`config.mk`:
```
export PLATFORM = sky130hd
export DESIGN_NAME = v_issue_ctrl
export DESIGN_NICKNAME = d
export VERILOG_FILES = /design/src/rtl/v_issue_ctrl.sv
export SDC_FILE = /design/constraint.sdc
export NUM_CORES = 1
export LEC_CHECK = 0
export ABC_AREA = 1
export BUFFER_PORTS_ARGS = -buffer_cell sky130_fd_sc_hd__buf_4
export CAP_MARGIN = 20
export CORE_MARGIN = 8
export CORE_UTILIZATION = 43
export DETAILED_ROUTE_END_ITERATION = 8
export PLACE_DENSITY = 0.85
export SLEW_MARGIN = 30
export SYNTH_ARGS = -nofsm -noshare
export SYNTH_HDL_FRONTEND = slang
export SYNTH_SLANG_ARGS = --single-unit
```
`constraint.sdc`:
```
create_clock -name clk -period 1.4 [get_ports clk]
set_clock_uncertainty 0.05 [all_clocks]
set_input_delay 0.28 -clock clk [delete_from_list [all_inputs] [get_ports clk]]
set_output_delay 0.28 -clock clk [all_outputs]
set_load 0.05 [all_outputs]
```
`src/rtl/v_issue_ctrl.sv`:
```
// In-order vector issue controller: one instruction in flight per unit, vsetvli drains all units.
// Optional register hazard scoreboard enabled by defining V_ISSUE_SCOREBOARD_EN.
module v_issue_ctrl #(
   parameter int unsigned NUM_UNITS = 5
) (
   input  logic                 clk,
   input  logic                 nrst,
   input  logic                 in_valid,
   output logic                 in_ready,
   input  logic [2:0]           unit_sel,
   input  logic                 is_vconfig,
   input  logic [4:0]           vd,
   input  logic [4:0]           vrs1,
   input  logic [4:0]           vrs2,
   input  logic                 uses_vs1,
   input  logic                 uses_vs2,
   output logic [NUM_UNITS-1:0] iss_valid,
   input  logic [NUM_UNITS-1:0] iss_ready,
   input  logic [NUM_UNITS-1:0] unit_done,
   output logic                 cfg_we,
   output logic                 err_illegal,
   output logic                 busy
);

   localparam int unsigned SEL_W = 3;
   localparam int unsigned REG_W = 5;

   typedef enum logic [1:0] {
      S_IDLE  = 2'd0,
      S_CHECK = 2'd1,
      S_ISSUE = 2'd2,
      S_DRAIN = 2'd3
   } state_t;

   state_t               state, state_nx;
   logic [NUM_UNITS-1:0] outstanding, outstanding_nx;
   logic [NUM_UNITS-1:0] iss_valid_nx;
   logic                 cfg_we_nx, err_illegal_nx, load_hold;

   logic [SEL_W-1:0]     h_unit_sel;
   logic                 h_is_vconfig;
   logic [REG_W-1:0]     h_vd, h_vrs1, h_vrs2;
   logic                 h_uses_vs1, h_uses_vs2;

   logic [NUM_UNITS-1:0] sel_onehot;
   logic                 sel_illegal, target_busy, hazard, stall, issue_hs;

   assign sel_onehot  = NUM_UNITS'(1) << h_unit_sel;
   assign sel_illegal = 32'(h_unit_sel) >= NUM_UNITS;
   assign target_busy = |(outstanding & sel_onehot);
   assign stall       = target_busy | hazard;
   assign issue_hs    = (state == S_ISSUE) && |(iss_ready & sel_onehot);

`ifdef V_ISSUE_SCOREBOARD_EN
   // Per-unit destination record; compared against the held instruction's operands.
   logic [NUM_UNITS-1:0] hz_bits;
   for (genvar u = 0; u < NUM_UNITS; u++) begin : g_sb
      logic [REG_W-1:0] vd_q;
      always_ff @(posedge clk or negedge nrst) begin
         if (!nrst) begin
            vd_q <= '0;
         end else if (issue_hs && sel_onehot[u]) begin
            vd_q <= h_vd;
         end
      end
      assign hz_bits[u] = outstanding[u] &&
                          ((vd_q == h_vd) ||
                           (h_uses_vs1 && (vd_q == h_vrs1)) ||
                           (h_uses_vs2 && (vd_q == h_vrs2)));
   end
   assign hazard = |hz_bits;
`else
   logic unused_hold;
   assign hazard      = 1'b0;
   assign unused_hold = ^{h_vd, h_vrs1, h_vrs2, h_uses_vs1, h_uses_vs2};
`endif

   // Next-state and registered-output decode.
   always_comb begin
      state_nx       = state;
      outstanding_nx = outstanding & ~unit_done;
      iss_valid_nx   = '0;
      cfg_we_nx      = 1'b0;
      err_illegal_nx = 1'b0;
      load_hold      = 1'b0;
      unique case (state)
         S_IDLE: begin
            if (in_valid) begin
               load_hold = 1'b1;
               state_nx  = S_CHECK;
            end
         end
         S_CHECK: begin
            if (h_is_vconfig) begin
               state_nx = S_DRAIN;
            end else if (sel_illegal) begin
               err_illegal_nx = 1'b1;
               state_nx       = S_IDLE;
            end else if (!stall) begin
               iss_valid_nx = sel_onehot;
               state_nx     = S_ISSUE;
            end
         end
         S_ISSUE: begin
            if (issue_hs) begin
               outstanding_nx = outstanding_nx | sel_onehot;
               state_nx       = S_IDLE;
            end else begin
               iss_valid_nx = sel_onehot;
            end
         end
         S_DRAIN: begin
            if (outstanding == '0) begin
               cfg_we_nx = 1'b1;
               state_nx  = S_IDLE;
            end
         end
         default: state_nx = S_IDLE;
      endcase
   end

   always_ff @(posedge clk or negedge nrst) begin
      if (!nrst) begin
         state        <= S_IDLE;
         outstanding  <= '0;
         iss_valid    <= '0;
         cfg_we       <= 1'b0;
         err_illegal  <= 1'b0;
         in_ready     <= 1'b1;
         busy         <= 1'b0;
         h_unit_sel   <= '0;
         h_is_vconfig <= 1'b0;
         h_vd         <= '0;
         h_vrs1       <= '0;
         h_vrs2       <= '0;
         h_uses_vs1   <= 1'b0;
         h_uses_vs2   <= 1'b0;
      end else begin
         state       <= state_nx;
         outstanding <= outstanding_nx;
         iss_valid   <= iss_valid_nx;
         cfg_we      <= cfg_we_nx;
         err_illegal <= err_illegal_nx;
         in_ready    <= (state_nx == S_IDLE);
         busy        <= (state_nx != S_IDLE) || (outstanding_nx != '0);
         if (load_hold) begin
            h_unit_sel   <= unit_sel;
            h_is_vconfig <= is_vconfig;
            h_vd         <= vd;
            h_vrs1       <= vrs1;
            h_vrs2       <= vrs2;
            h_uses_vs1   <= uses_vs1;
            h_uses_vs2   <= uses_vs2;
         end
      end
   end

endmodule

```
# Yosys cells after proc, flatten, opt, wreduce, memory -nomap -nowiden
# Index checks and enable logic that the tools add are counted.
dict set report totals {
  reg_bits 20
  latchBits 0
  mem_bits_rw 0
  romBits 0
  out_inout_bits 9
  elab_cells 49
  memories 0
}
dict set report classes {
  n_addsub 0
  n_mul 0
  n_div 0
  order_cmp 1
  n_eq_ne 3
  shift 1
  n_mux 21
  bitwise 5
  reduce_logical 9
}
# operator count
set ops {}
lappend ops {{$mux W5} 6}
lappend ops {{$and A5 B5 Y5} 3}
lappend ops {{$mux W2} 6}
lappend ops {{$pmux W5 S2} 1}
lappend ops {{$reduce_or A5 Y1} 2}
lappend ops {{$pmux W2 S4} 1}
lappend ops {{$mux W1} 7}
lappend ops {{$logic_not A5 Y1} 1}
lappend ops {{$not A5 Y5} 1}
lappend ops {{$or A5 B5 Y5} 1}
lappend ops {{$reduce_bool A5 Y1} 1}
lappend ops {{$shl A1 B3 Y5 const A} 1}
lappend ops {{$eq A2 B2 Y1 const B} 2}
lappend ops {{$logic_not A2 Y1} 2}
lappend ops {{$ge A3 B3 Y1 const B} 1}
lappend ops {{$eq A2 B1 Y1 const B} 1}
lappend ops {{$reduce_bool A2 Y1} 1}
lappend ops {{$logic_and A1 B1 Y1} 1}
lappend ops {{$logic_or A1 B1 Y1} 1}

# Depth between registers and ports, before layout
dict set report logic_depth {
  word_depth 9
  ltp_mapped 14
}

# Least setup slack after synthesis
# Ideal clock, no wire load.
dict set report synth_timing {
  path_type {flip-flop to flip-flop}
  startpoint {register h_unit_sel[0]}
  endpoint {register busy}
  setup_time_ns 0.131
  t_arrival_ns 1.280
  required_ns 1.219
  setup_slack_ns -0.061
  path_stages_with_launch 14
  n_path_buf 1
  path_cell_list {dfrtp_1 -> buf_6 -> nor2_2 -> inv_2 -> nor2_2 -> nand2_1 -> nand2_2 -> nand2_1 -> nand2_1 -> nand2_1 -> nand2_1 -> nand2_1 -> nand2_1 -> nand4_1}
}
dict set report synth_via {
  elab_chain_cells 9
}
# element line
set synth_lines {}
lappend synth_lines {{start, declared} 40} ;# logic [SEL_W-1:0] h_unit_sel;
lappend synth_lines {{start signal, assigned} 147} ;# h_unit_sel <= unit_sel;
lappend synth_lines {{$shl A1 B3 Y5} 48} ;# assign sel_onehot = NUM_UNITS'(1) << h_unit_sel;
lappend synth_lines {{$and A5 B5 Y5} 50} ;# assign target_busy = |(outstanding & sel_onehot);
lappend synth_lines {{$reduce_or A5 Y1} 50}
lappend synth_lines {{$mux W2} 99} ;# end else if (!stall) begin
lappend synth_lines {{$mux W2} 96} ;# end else if (sel_illegal) begin
lappend synth_lines {{$mux W2} 94} ;# if (h_is_vconfig) begin
lappend synth_lines {{$pmux W2 S4} 86} ;# unique case (state)
lappend synth_lines {{$reduce_bool A2 Y1} 145} ;# busy <= (state_nx != S_IDLE) || (outstanding_nx != '0);
lappend synth_lines {{$logic_or A1 B1 Y1 (*)} 145}
lappend synth_lines {{end signal, assigned} 145}
lappend synth_lines {{end, declared} 22} ;# output logic busy
# Every way passes the cells marked *; elsewhere a longest branch is shown, timed or not.
# A chain may end at the register's enable or synchronous reset.

# Worst setup path after layout
dict set report layout_timing {
  startpoint {register h_unit_sel[2]}
  endpoint {register busy}
}
# Same word-level chain as after synthesis.

==> metrics.cfg <==
[run_status]
status = finished with violations
violations = negative setup slack

[clock_network]
clk_pin_slew_worst_paths_ns = 0.12
clk-insertion-delay-late_ns = 0.30
tritoncts = built
cts-root-buf = clkbuf_4
clockBufferDepth = 2
cts_sinks = 20
htree_levels = 1
cts-buffers-inserted = 3

[routing]
vias = 1084
drc = 0
ant_nets = 0
via_per_inst = 5.07
routed_wl_um = 2900
first_iter_violations = 64
drt_pre_antenna_iters = 4
avgRoutedWirePerCell_um = 13.5

[yosys]
synth_cells = 136
yosys_warnings = 0
synth_fp_nets = 175
yosys.area.top_type = dfrtp_1
yosysTopAreaCellShare_pct = 42.5
ys_top_cells_by_area = dfrtp_1, nand2_1, inv_1
syn-mean-instance-area_um2 = 8.22
ys_ff_latch = 20
synth_seq_area_share_pct = 44.9
mappedNetlistArea_um2 = 1120
synth_cell_types = 22

[final_layout]
n_antenna_cell = 0
fin_nets = 224
area_growth_syn_to_layout_pct = 43.2
register_area_um2 = 505
drive_above_1_share_pct = 49.5
layout_common_cells = buf_4, nand2_1, inv_1, dfrtp_1, nand2_2
layout_commonest_cell = buf_4
layout.cells.non_filler = 214
post-route-util_pct = 64.6
multi_input_area_um2 = 562
stdcell_area_um2 = 1600
fillers = 216

[critical_path]
cp_data_required_time_ns = 1.54
crit_family = simple AND/OR/NAND/NOR gates
arrival_ns = 1.80
cp-start-kind = flop
crit_buf_inv = 3
path_cells = buf_6, inv_4, buf_6, nand4_1, nand2_1, nor2_2, nand2_2, nand2_1, nand2_1, nand2_1, nand3_1, nand2_2, nand4_1
cp-end-kind = flop
critPathMostFrequentCell = nand2_1
crit_type = reg2reg
critPathSlowestCell = dfrtp_2
worst-path-max-fanout = 5
max_stage_delay_ns = 0.42

[timing]
hold_viol_final = 0
worst_pin_slew_ns = 0.274
maxSlewViolCount = 0
fmax_ghz = 0.600
grt_setup_unrepaired = yes
fin_hold_ws_ns = 0.0894
setup_viol_count_final = 11
slew-limit-headroom_pct = 81.7
finalCritPeriodShare_pct = 119
setup_ws_ns = -0.268
fin_crit_ns = 1.67

[power]
switching_share_pct = 43.4
switching_power_mw = 1.33
comb_power_share_pct = 56.1
clockPowerShare_pct = 15.4
leakage_nw = 0.830
power_density_nw_per_um2 = 1910
seqPwrFrac_pct = 28.5
p_int_mw = 1.74
ir_drop_v = 0.00140

[floorplan]
pin_count = 43
core_um2 = 2480
die_x_um = 67.0
die_h_um = 67.0
die-area_um2 = 4490
rows = 18
start_util_pct = 45.2

[placed_design]
port_buffers = 25
gp_congestion = 0.908
hpwl_um = 2120
dpl.cell_count = 206
place_area_um2 = 1460

[global_routing]
grt_pass1_wl_um = 4920
grt_pass1_vias = 1188
grt_start_max_net_pins = 21
grt-ovfl-total = 0
antenna_found_initial = 0
grt.total_usage_pct = 13.8

[flow_run]
maxCapViolCount = 0

[worst_hold_path]
worstHoldPathType = in2reg

[synth_stat cells]
cell type	instances
buf_4	1
a21oi_1	5
inv_2	4
nor2_1	13
dfrtp_1	19
nand2_2	8
buf_6	1
ha_1	5
nand3_2	3
nor2_2	6
nor3_2	1
nand3b_1	1
inv_1	17
nor2_4	1
nand4_1	4
o21ai_1	1
nor4_2	1
nand3_1	10
nand2_1	30
o21ai_2	3
nor3_1	1
dfstp_2	1
[power groups by stage]
| stage | logic (mW) | clock network (mW) | registers (mW) |
|---|---|---|---|
| 2_1_floorplan | 0.783 | 0 | 1.03 |
| 3_3_place_gp | 1.44 | 0 | 0.867 |
| 3_5_place_dp | 1.48 | 0 | 0.880 |
| 4_1_cts | 1.66 | 0.477 | 0.873 |
| 5_1_grt | 1.88 | 0.502 | 0.894 |
| 6_report | 1.72 | 0.472 | 0.873 |
[through the flow]
step | total power [mW] | setup slack (ns) | TNS, ns
global placement | 2.30 | -0.197 | -1.11
global route | 3.28 | -0.387 | -2.62
CTS | 3.01 | -0.236 | -1.09
floorplan | 1.82 | -0.0178 | -0.0178
detailed placement | 2.36 | -0.234 | -1.33
finish | 3.07 | -0.268 | -1.59
[logic make-up after synthesis]
| group | count (synthesis) | share of synthesized area, % |
|---|---|---|
| flops | 20 | 44.9 |
| compound gates | 9 | 5.03 |
| fa+ha+maj | 5 | 5.59 |
| buf+inv | 23 | 8.72 |
| simple gates | 79 | 35.8 |
[metal layers]
layer	global-route usage, %	wire, µm
met5	0	0
met4	5.74	61
met3	2.35	162
met2	25.4	1590
met1	15.1	1090
[cell type report]
cell class	count	area share (%)
clock inverter	1	1.87
clock buffer	3	1.41
multi-input combinational	93	35.1
inverter	21	5.08
sequential	20	31.6
tap	30	2.34
timing repair buffer	46	22.7
[timing repair]
action	CTS	global route
hold endpoints to repair	19	0
resized for setup	15	4
pin swaps	4	5
buffers inserted	3	0
cloned	0	0
hold buffers	1	0
endpoints found under the setup margin	14	15
[worst paths after layout]
check	endpoint	cells past startpoint	slack, ns	start
max in group asynchronous	in_ready	2	0.71	nrst
worst max-delay path	busy	13	-0.27	h_unit_sel[2]
worst min-delay path	outstanding[3]	2	0.09	unit_done[3]
min in group asynchronous	h_is_vconfig	2	0.32	nrst
worst max register to register	busy	13	-0.27	h_unit_sel[2]
worst min register to register	outstanding[1]	2	0.51	outstanding[1]
[registers in the layout, indices dropped and copies added, names as in the netlist]
signal        cells
busy              1
cfg_we            1
state             2
outstanding       5
err_illegal       1
h_is_vconfig      1
h_unit_sel        3
in_ready          1
iss_valid         5
No activity file was read; power rests on OpenSTA's default activity.
